<file path="src/rtl/wr_bus_arbiter_pkg.sv">
// Shared types and constants for the register-write bus arbiter.
// Holds the FSM state, the requester/register counts and the register index type.
package wr_bus_arbiter_pkg;
  localparam int NREQ      = 4;
  localparam int NREG_DFLT = 20;
  localparam int IDX_W     = 5;

  typedef logic [IDX_W-1:0] reg_idx_t;

  typedef enum logic {
    IDLE   = 1'b0,
    LOCKED = 1'b1
  } arb_state_e;

  function automatic logic [1:0] oh2idx(input logic [NREQ-1:0] oh);
    logic [1:0] idx;
    idx = '0;
    for (int i = 0; i < NREQ; i++) begin
      if (oh[i]) idx = 2'(i);
    end
    return idx;
  endfunction
endpackage

</file>
<file path="src/rtl/wr_bus_arbiter_rr_pick4.sv">
// Round-robin picker: one-hot winner is the first set request at or after ptr, mod 4.
// Purely combinational, zero latency, no backpressure.
module rr_pick4 (
  input  logic [3:0] req,
  input  logic [1:0] ptr,
  output logic [3:0] gnt
);
  logic       found;
  logic [1:0] idx;

  always_comb begin
    gnt   = '0;
    found = 1'b0;
    idx   = '0;
    for (int k = 0; k < 4; k++) begin
      idx = ptr + 2'(k);
      if (!found && req[idx]) begin
        gnt[idx] = 1'b1;
        found    = 1'b1;
      end
    end
  end
endmodule

</file>
<file path="src/rtl/wr_bus_arbiter.sv">
// 4-way round-robin register-write arbiter with burst lock; outputs registered, 1-cycle latency.
// Requesters hold Req until Grant; others wait while a locked owner bursts.
module wr_bus_arbiter
  import wr_bus_arbiter_pkg::*;
#(
  parameter int DATA_W    = 16,
  parameter int NREG      = NREG_DFLT,
  parameter int MAX_BURST = 8
) (
  input  logic                   Clock,
  input  logic                   Reset_n,
  input  logic [NREQ-1:0]        Req,
  input  logic [NREQ-1:0]        Lock,
  input  logic [NREQ*IDX_W-1:0]  Req_dest,
  input  logic [NREQ*DATA_W-1:0] Req_data,
  output logic [NREQ-1:0]        Grant,
  output logic [NREG-1:0]        WRDec_out,
  output logic [DATA_W-1:0]      Bus_out,
  output logic                   Err
);
  localparam int BCNT_W = $clog2(MAX_BURST + 1);

  arb_state_e          state_q, state_d;
  logic [1:0]          ptr_q, ptr_d;
  logic [1:0]          owner_q, owner_d;
  logic [BCNT_W-1:0]   bcnt_q, bcnt_d;
  logic [NREQ-1:0]     grant_q, grant_d;
  logic [NREG-1:0]     wrdec_q, wrdec_d;
  logic [DATA_W-1:0]   bus_q, bus_d;
  logic                err_q, err_d;

  logic [NREQ-1:0]     idle_req;
  logic [NREQ-1:0]     pick;
  logic                srv_vld;
  logic [1:0]          srv_idx;
  reg_idx_t            sel_dest;
  reg_idx_t            dest_a [NREQ];
  logic [DATA_W-1:0]   data_a [NREQ];

  // A requester granted last cycle still shows Req this cycle; mask it so it is not served twice.
  assign idle_req = Req & ~grant_q;

  rr_pick4 u_pick (
    .req (idle_req),
    .ptr (ptr_q),
    .gnt (pick)
  );

  always_comb begin
    for (int i = 0; i < NREQ; i++) begin
      dest_a[i] = Req_dest[IDX_W*i +: IDX_W];
      data_a[i] = Req_data[DATA_W*i +: DATA_W];
    end
  end

  always_comb begin
    state_d  = state_q;
    ptr_d    = ptr_q;
    owner_d  = owner_q;
    bcnt_d   = bcnt_q;
    grant_d  = '0;
    wrdec_d  = '0;
    bus_d    = bus_q;
    err_d    = 1'b0;
    srv_vld  = 1'b0;
    srv_idx  = owner_q;
    sel_dest = '0;

    case (state_q)
      IDLE: begin
        if (|pick) begin
          srv_vld = 1'b1;
          srv_idx = oh2idx(pick);
          ptr_d   = srv_idx + 2'd1;
          if (Lock[srv_idx]) begin
            state_d = LOCKED;
            owner_d = srv_idx;
            bcnt_d  = BCNT_W'(1);
          end
        end
      end
      LOCKED: begin
        // Exit cycle issues no grant; the pointer moves past the owner.
        if (Req[owner_q] && Lock[owner_q] && (bcnt_q < BCNT_W'(MAX_BURST))) begin
          srv_vld = 1'b1;
          bcnt_d  = bcnt_q + BCNT_W'(1);
        end else begin
          state_d = IDLE;
          ptr_d   = owner_q + 2'd1;
          bcnt_d  = '0;
        end
      end
    endcase

    if (srv_vld) begin
      sel_dest         = dest_a[srv_idx];
      grant_d[srv_idx] = 1'b1;
      bus_d            = data_a[srv_idx];
      if (int'(sel_dest) >= NREG) begin
        err_d = 1'b1;
      end else begin
        for (int r = 0; r < NREG; r++) begin
          wrdec_d[r] = (int'(sel_dest) == r);
        end
      end
    end
  end

  always_ff @(posedge Clock or negedge Reset_n) begin
    if (!Reset_n) begin
      state_q <= IDLE;
      ptr_q   <= '0;
      owner_q <= '0;
      bcnt_q  <= '0;
      grant_q <= '0;
      wrdec_q <= '0;
      bus_q   <= '0;
      err_q   <= 1'b0;
    end else begin
      state_q <= state_d;
      ptr_q   <= ptr_d;
      owner_q <= owner_d;
      bcnt_q  <= bcnt_d;
      grant_q <= grant_d;
      wrdec_q <= wrdec_d;
      bus_q   <= bus_d;
      err_q   <= err_d;
    end
  end

  assign Grant     = grant_q;
  assign WRDec_out = wrdec_q;
  assign Bus_out   = bus_q;
  assign Err       = err_q;
endmodule

</file>
<file path="config.mk">
export PLATFORM = sky130hd
export DESIGN_NAME = wr_bus_arbiter
export DESIGN_NICKNAME = d
export VERILOG_FILES = /design/src/rtl/wr_bus_arbiter_pkg.sv /design/src/rtl/wr_bus_arbiter_rr_pick4.sv /design/src/rtl/wr_bus_arbiter.sv
export SDC_FILE = /design/constraint.sdc
export NUM_CORES = 1
export LEC_CHECK = 0
export CAP_MARGIN = 10
export CORE_MARGIN = 2
export CORE_UTILIZATION = 45
export DETAILED_ROUTE_END_ITERATION = 12
export PLACE_DENSITY = 0.89
export SLEW_MARGIN = 20
export SYNTH_ARGS = -nofsm -noshare
export SYNTH_HDL_FRONTEND = slang
export SYNTH_SLANG_ARGS = --single-unit
</file>
<file path="constraint.sdc">
create_clock -name Clock -period 4.85 [get_ports Clock]
set_input_delay 1.2125 -clock Clock [delete_from_list [all_inputs] [get_ports Clock]]
set_output_delay 1.2125 -clock Clock [all_outputs]
set_load 0.01 [all_outputs]
</file>
# After elaboration in Yosys (flattened, before gate mapping)
# Cells that the tools add are included.
dict set report classes {
  addsub 6
  order_cmp 15
  n_eq_ne 22
  n_mux 62
  bitwise_logic 7
  reduce_logical 18
}
# operator n
set op_table {}
lappend op_table {{5-bit == test (second input constant)} 12}
lappend op_table {{20-bit two-way mux} 2}
lappend op_table {{16-bit binary-select mux with 2-bit select} 1}
lappend op_table {{16-bit two-way mux} 2}
lappend op_table {{4-bit two-way mux} 8}
lappend op_table {{1-bit two-way mux} 22}
lappend op_table {{2-bit by 3-bit < comparator with 1-bit output (second input constant)} 7}
lappend op_table {{5-bit by 4-bit == test with 1-bit output (second input constant)} 4}
lappend op_table {{2-bit two-way mux} 8}
lappend op_table {{1-bit binary-select mux with 2-bit select} 7}
lappend op_table {{4-bit OR} 3}
lappend op_table {{5-bit binary-select mux with 2-bit select} 1}
lappend op_table {{1-bit demux with 2-bit select} 5}
lappend op_table {{5-bit by 3-bit == test with 1-bit output (second input constant)} 2}
lappend op_table {{2-bit by 1-bit greater-or-equal comparator with 1-bit output (second input constant)} 5}
lappend op_table {{1-bit logical AND} 10}
lappend op_table {{5-bit two-way mux} 2}
lappend op_table {{4-bit one-hot mux with 2 select lines} 1}
lappend op_table {{2-bit by 1-bit adder with 2-bit output (second input constant)} 3}
lappend op_table {{2-bit inequality test (second input constant)} 3}
lappend op_table {{5-bit by 2-bit == test with 1-bit output (second input constant)} 1}
lappend op_table {{5-bit greater-or-equal comparator (second input constant)} 1}
lappend op_table {{5-bit logical NOT} 1}
lappend op_table {{2-bit adder (second input constant)} 2}
lappend op_table {{other kinds (13)} 17}
dict set report word_totals {
  register_bits 50
  in_bits 94
  output_inout_bits 41
  wordCells 138
}

# Longest topological paths before layout
dict set report logic_depth {
  depth_word 28
  mapped_depth 14
  depth_no_buf 11
}

# Hierarchy
# Synthesis repeated with hierarchy kept, for this count alone.
dict set report hier_totals {
  hier_cells 260
  hier_area_um2 3139.3
}
# module n_inst cells_each area_each_um2
set modules_own_cells {}
lappend modules_own_cells {wr_bus_arbiter 1 224 2801.4}
lappend modules_own_cells {rr_pick4 1 36 337.8}

# Worst setup path before layout
# No wires, ideal clock.
dict set report synth_path {
  path_kind {input to register}
  start {input port Req[3]}
  end {register wrdec_q[4] (netlist: WRDec_out[4])}
  arrival_time_ns 3.802
  path_slack_ns 0.947
  cell_stages 11
  path_buffers 1
  cell_sequence {nand2b_1 -> buf_6 -> or3_4 -> a2111oi_4 -> a221oi_2 -> and3_4 -> a21oi_4 -> a2bb2oi_2 -> mux4_2 -> nand4bb_4 -> nor4_1}
}
dict set report synth_via {
  elab_chain_cells 27
}
# item line
set synth_rtl {}
lappend synth_rtl {{start, declared} wr_bus_arbiter.sv:12} ;# input logic [NREQ-1:0] Req,
lappend synth_rtl {{4-bit AND} wr_bus_arbiter.sv:41} ;# assign idle_req = Req & ~grant_q;
lappend synth_rtl {{1-bit binary-select mux with 2-bit select} wr_bus_arbiter_rr_pick4.sv:17} ;# if (!found && req[idx]) begin
lappend synth_rtl {{1-bit two-way mux (not written as such)} wr_bus_arbiter_rr_pick4.sv:17}
lappend synth_rtl {{1-bit two-way mux} wr_bus_arbiter_rr_pick4.sv:17}
lappend synth_rtl {{1-bit logical NOT} wr_bus_arbiter_rr_pick4.sv:17}
lappend synth_rtl {{1-bit logical AND} wr_bus_arbiter_rr_pick4.sv:17}
lappend synth_rtl {{1-bit two-way mux} wr_bus_arbiter_rr_pick4.sv:17}
lappend synth_rtl {{1-bit logical NOT} wr_bus_arbiter_rr_pick4.sv:17}
lappend synth_rtl {{(+11 left out)} --}
lappend synth_rtl {{2-bit two-way mux} wr_bus_arbiter.sv:69} ;# case (state_q)
lappend synth_rtl {{2-bit NOT with 3-bit output (not written as such)} wr_bus_arbiter.sv:96} ;# sel_dest = dest_a[srv_idx];
lappend synth_rtl {{5-bit binary-select mux with 2-bit select} wr_bus_arbiter.sv:96}
lappend synth_rtl {{5-bit two-way mux (not written as such) (2 in a row)} wr_bus_arbiter.sv:96}
lappend synth_rtl {{5-bit greater-or-equal comparator / 5-bit by 4-bit == test with 1-bit output (equally long branches)} {wr_bus_arbiter.sv:99, wr_bus_arbiter.sv:103}}
lappend synth_rtl {{20-bit two-way mux} wr_bus_arbiter.sv:99} ;# if (int'(sel_dest) >= NREG) begin
lappend synth_rtl {{20-bit two-way mux (*)} wr_bus_arbiter.sv:95} ;# if (srv_vld) begin
lappend synth_rtl {{named net wrdec_d[4]} wr_bus_arbiter.sv:28} ;# logic [NREG-1:0] wrdec_q, wrdec_d;
lappend synth_rtl {{end signal, assigned} wr_bus_arbiter.sv:125} ;# wrdec_q <= wrdec_d;
lappend synth_rtl {{end, declared} wr_bus_arbiter.sv:28}
# Mark *: on every way through the listed nets, which the timed path passes. The rest lies on a longest branch. The select of a mux whose other input is x is not followed.
# A chain may end at the register's enable or synchronous reset.

# Final worst setup path
dict set report layout_path {
  start {input port Req[3]}
  end {register wrdec_q[11] (netlist: WRDec_out[11])}
}
dict set report layout_via {
  elab_chain_cells 27
}
# item line
set layout_rtl {}
lappend layout_rtl {{4-bit AND} wr_bus_arbiter.sv:41}
lappend layout_rtl {{1-bit binary-select mux with 2-bit select} wr_bus_arbiter_rr_pick4.sv:17}
lappend layout_rtl {{1-bit two-way mux (not written as such)} wr_bus_arbiter_rr_pick4.sv:17}
lappend layout_rtl {{1-bit two-way mux} wr_bus_arbiter_rr_pick4.sv:17}
lappend layout_rtl {{1-bit logical NOT} wr_bus_arbiter_rr_pick4.sv:17}
lappend layout_rtl {{1-bit logical AND} wr_bus_arbiter_rr_pick4.sv:17}
lappend layout_rtl {{1-bit two-way mux} wr_bus_arbiter_rr_pick4.sv:17}
lappend layout_rtl {{1-bit logical NOT} wr_bus_arbiter_rr_pick4.sv:17}
lappend layout_rtl {{(+11 left out)} --}
lappend layout_rtl {{2-bit two-way mux} wr_bus_arbiter.sv:69}
lappend layout_rtl {{2-bit NOT with 3-bit output (not written as such)} wr_bus_arbiter.sv:96}
lappend layout_rtl {{5-bit binary-select mux with 2-bit select} wr_bus_arbiter.sv:96}
lappend layout_rtl {{5-bit two-way mux (not written as such) (2 in a row)} wr_bus_arbiter.sv:96}
lappend layout_rtl {{5-bit greater-or-equal comparator / 5-bit == test (equally long branches)} {wr_bus_arbiter.sv:99, wr_bus_arbiter.sv:103}}
lappend layout_rtl {{20-bit two-way mux} wr_bus_arbiter.sv:99}
lappend layout_rtl {{20-bit two-way mux (*)} wr_bus_arbiter.sv:95}
lappend layout_rtl {{named net wrdec_d[11]} wr_bus_arbiter.sv:28}
# Marks and branches as above.

==> qor.tcl <==
set qor(grt_start_max_net_pins) 51
set qor(post-synth-top-area-cell) {dfrtp_1}
set qor(grt_util_met3) 0.04963
set qor(worst_supply_voltage_drop_on_vdd_uv) 360.4
set qor(worstPathRequired_ps) 5050
set qor(first_global_vias) 3325
set qor(share_clk_of_total_power) 0.068
set qor(ys_seq_area_frac) 0.3565
set qor(switching_power_mw) 2.296
set qor(number_of_synthesized_register_bits) 50
set qor(area_growth_pct) 43.35
set qor(floorplan.die.height_microns) 92.31
set qor(internal_power_mw) 2.178
set qor(startpoint_type) {input pin}
set qor(numClockSinks) 50
set qor(first_iter_violations) 134
set qor(worst_slew_pin_tran_ps) 732.7
set qor(timing.max_cap.violations) 0
set qor(worst_setup_hold_path_clk_slew_ps) 90
set qor(io-pin-count) 135
set qor(max-slew-margin-rel) 0.5051
set qor(vias) 3393
set qor(skew_final_ps) 8.531
set qor(ant_nets) 0
set qor(netlist_top_cells_area) {dfrtp_1 36%, a211oi_1 7.1%, and2_1 5.3%}
set qor(cts_htree_levels) 2
set qor(floorplan.initialDensity) 0.4589
set qor(nNetsFinal) 583
set qor(synth_most_common_cell) {dfrtp_1}
set qor(clk-insertion-delay-late_ps) 310
set qor(gr_usage_total) 0.2263
set qor(reg_to_reg_setup_timing_slack_ps) 700
set qor(placement_row_count) 32
set qor(power_frac_comb) 0.764
set qor(busiest_layer_in_global_routing) {met2}
set qor(drt_drc_violations_left) 0
set qor(syn-instance-count) 354
set qor(holdCritPathClass) {flop to flop}
set qor(post-route-util) 0.6579
set qor(hold_viol_final) 0
set qor(end_kind) {flop}
set qor(post_synth.cell_area_avg_sq_um) 9.914
set qor(cts_repair_resize_count) 0
set qor(tns_ps) 0
set qor(wirelength_microns) 9807
set qor(power.share.switching) 0.5132
set qor(critPathMaxFanout) 11
set qor(floorplan_die_area_sq_mm) 0.008521
set qor(synth_commonest_cells) {50 x dfrtp_1, 33 x a211oi_1, 30 x and2_1, 30 x nand2_1}
set qor(core_area_sq_mm) 0.007647
set qor(dr.pass1.iters) 4
set qor(grtUsageMet1) 0.2707
set qor(synth_enable_flop_cells) 0
set qor(hold_fix_buffers_at_cts) 0
set qor(synth_top_area_share) 0.3565
set qor(pwr_density_cell_mw_per_mm2) 889.4
set qor(first_pass_grt_wire_length_microns) 15640
set qor(synth_flop_cell) {dfrtp_1}
set qor(p_leak_nw) 1.959
set qor(tritoncts.num_buffers) 5
set qor(fill_cells) 585
set qor(gpl.final_weighted_congestion) 1.034
set qor(fp.dieW_microns) 92.31
set qor(detail_route.vias_per_cell) 5.820
set qor(fin_crit_sh) 0.9149
set qor(critPathArrivalTime_ps) 4640
set qor(io_buffer_count) 134
set qor(grt_overflow_total) 0
set qor(status) {finished, final reports clean}
set qor(seq_power_share) 0.168
set qor(antenna_cells_inserted) 0
set qor(fmaxAchievable_mhz) 225.4
set qor(postSynth.asyncResetShare) 1.000
set qor(grt_use_met2) 0.4039
set qor(setup.worst_path.class) {input pin to flop}
set qor(routed_wire_length_per_instance_microns) 16.82
set qor(drive_above_1_share) 0.1268
set qor(final_max_slew_viol_count) 0
set qor(fin_hold_ws_ps) 493.3
set qor(grt_setup_unrepaired) {false}
set qor(cts_setup_buffers) 0
set qor(synth.distinct_cells) 68
set qor(tritoncts) {yes}
set qor(clockRootBuffer) {clkbuf_8}
set qor(timing.final.crit_period_ps) 4437
set qor(synthesis.nets) 457
set qor(grt_antenna_before_repair) 0
set qor(clock_path_buffers) 2
set qor(dp.final_hpwl_microns) 7699
set qor(finalSetupViolCount) 0
set qor(syn_area_sq_mm) 0.003510
set qor(yosys_warnings) 0
==> registers in the layout, summed over array words and instances (netlist names) <==
name and count:
ptr_q 2, Err 1, owner_q 2, bcnt_q 4, state_q 1, Bus_out 16, Grant 4, WRDec_out 20
==> logic make-up after synthesis <==
kind of cell / synth area share
AO/OA/AOI/OAI: 0.2667
XOR/XNOR: 0.002496
adder cells (fa/ha/maj): 0.03209
buffers and inverters: 0.04492
flip-flops: 0.3565
multiplexers: 0.04777
AND/OR/NAND/NOR: 0.2496
==> area by class of cell <==
type / instances / area, sq um / area share
well taps: 102 / 127.6 / 0.02537
flip-flops and latches: 50 / 1251 / 0.2487
clock buffers: 5 / 68.82 / 0.01368
repair buffers: 143 / 1406 / 0.2795
inverters: 7 / 26.28 / 0.005223
clock inverters: 3 / 43.79 / 0.008704
multi-input cells: 273 / 2107 / 0.4188
==> worst max-delay path: stages <==
cell             delay (ps)
clkdlybuf4s50_1         490
nand2b_1                180
or3_4                   430
a2111oi_4               520
a221oi_2                140
nand3_2                 200
a21oi_4                  80
o2bb2ai_2               470
a21oi_1                 140
a32o_1                  410
nor4_1                  350
==> power groups by stage <==
stage / combinational (mW) / sequential (mW) / clock (mW)
floorplan: 2.49 / 0.779 / 0
global placement: 3.27 / 0.750 / 0
detailed placement: 3.40 / 0.755 / 0
CTS: 3.41 / 0.749 / 0.307
global route: 3.72 / 0.775 / 0.322
finish: 3.42 / 0.751 / 0.304
==> per-stage QoR <==
stage               power, mW  instances  cell area (sq um)  setup slack, ps
floorplan               3.265        354               3510            946.6
global placement        4.021        575               4916            254.2
detailed placement      4.159        575               4916            120.8
CTS                     4.470        583               5029            458.1
global route            4.816        583               5031            259.4
finish                  4.475        583               5031            412.5
==> cells in the final DEF, fill, tap and decap left out, types with 9 or more instances in the layout <==
cell / n
buf_4: 10
a21oi_1: 13
a211oi_1: 33
o31ai_1: 16
dfrtp_1: 50
nand2_1: 30
nand3_1: 9
nor2_1: 17
and2_1: 30
clkdlybuf4s50_1: 133
ha_1: 9
nor4_1: 17
==> layer usage <==
metal / routed length (microns) / part of all wire
met1: 3862 / 0.39
met2: 4969 / 0.51
met3: 781 / 0.080
met4: 193 / 0.020
met5: 0 / 0
==> final timing paths <==
| check | cells after the start | from | endpoint |
|---|---|---|---|
| max in group asynchronous | 1 | Reset_n | WRDec_out[7]$_DFF_PN0_ |
| max reg2reg | 11 | ptr_q[0]$_DFFE_PN0P_ | WRDec_out[11]$_DFF_PN0_ |
| min reg2reg | 2 | Bus_out[12]$_DFFE_PN0P_ | Bus_out[12]$_DFFE_PN0P_ |
| max | 11 | Req[3] | WRDec_out[11]$_DFF_PN0_ |
| min in group asynchronous | 1 | Reset_n | bcnt_q[2]$_DFFE_PN0P_ |
| min | 2 | Bus_out[12]$_DFFE_PN0P_ | Bus_out[12]$_DFFE_PN0P_ |
(Power assumes the default switching activity.)
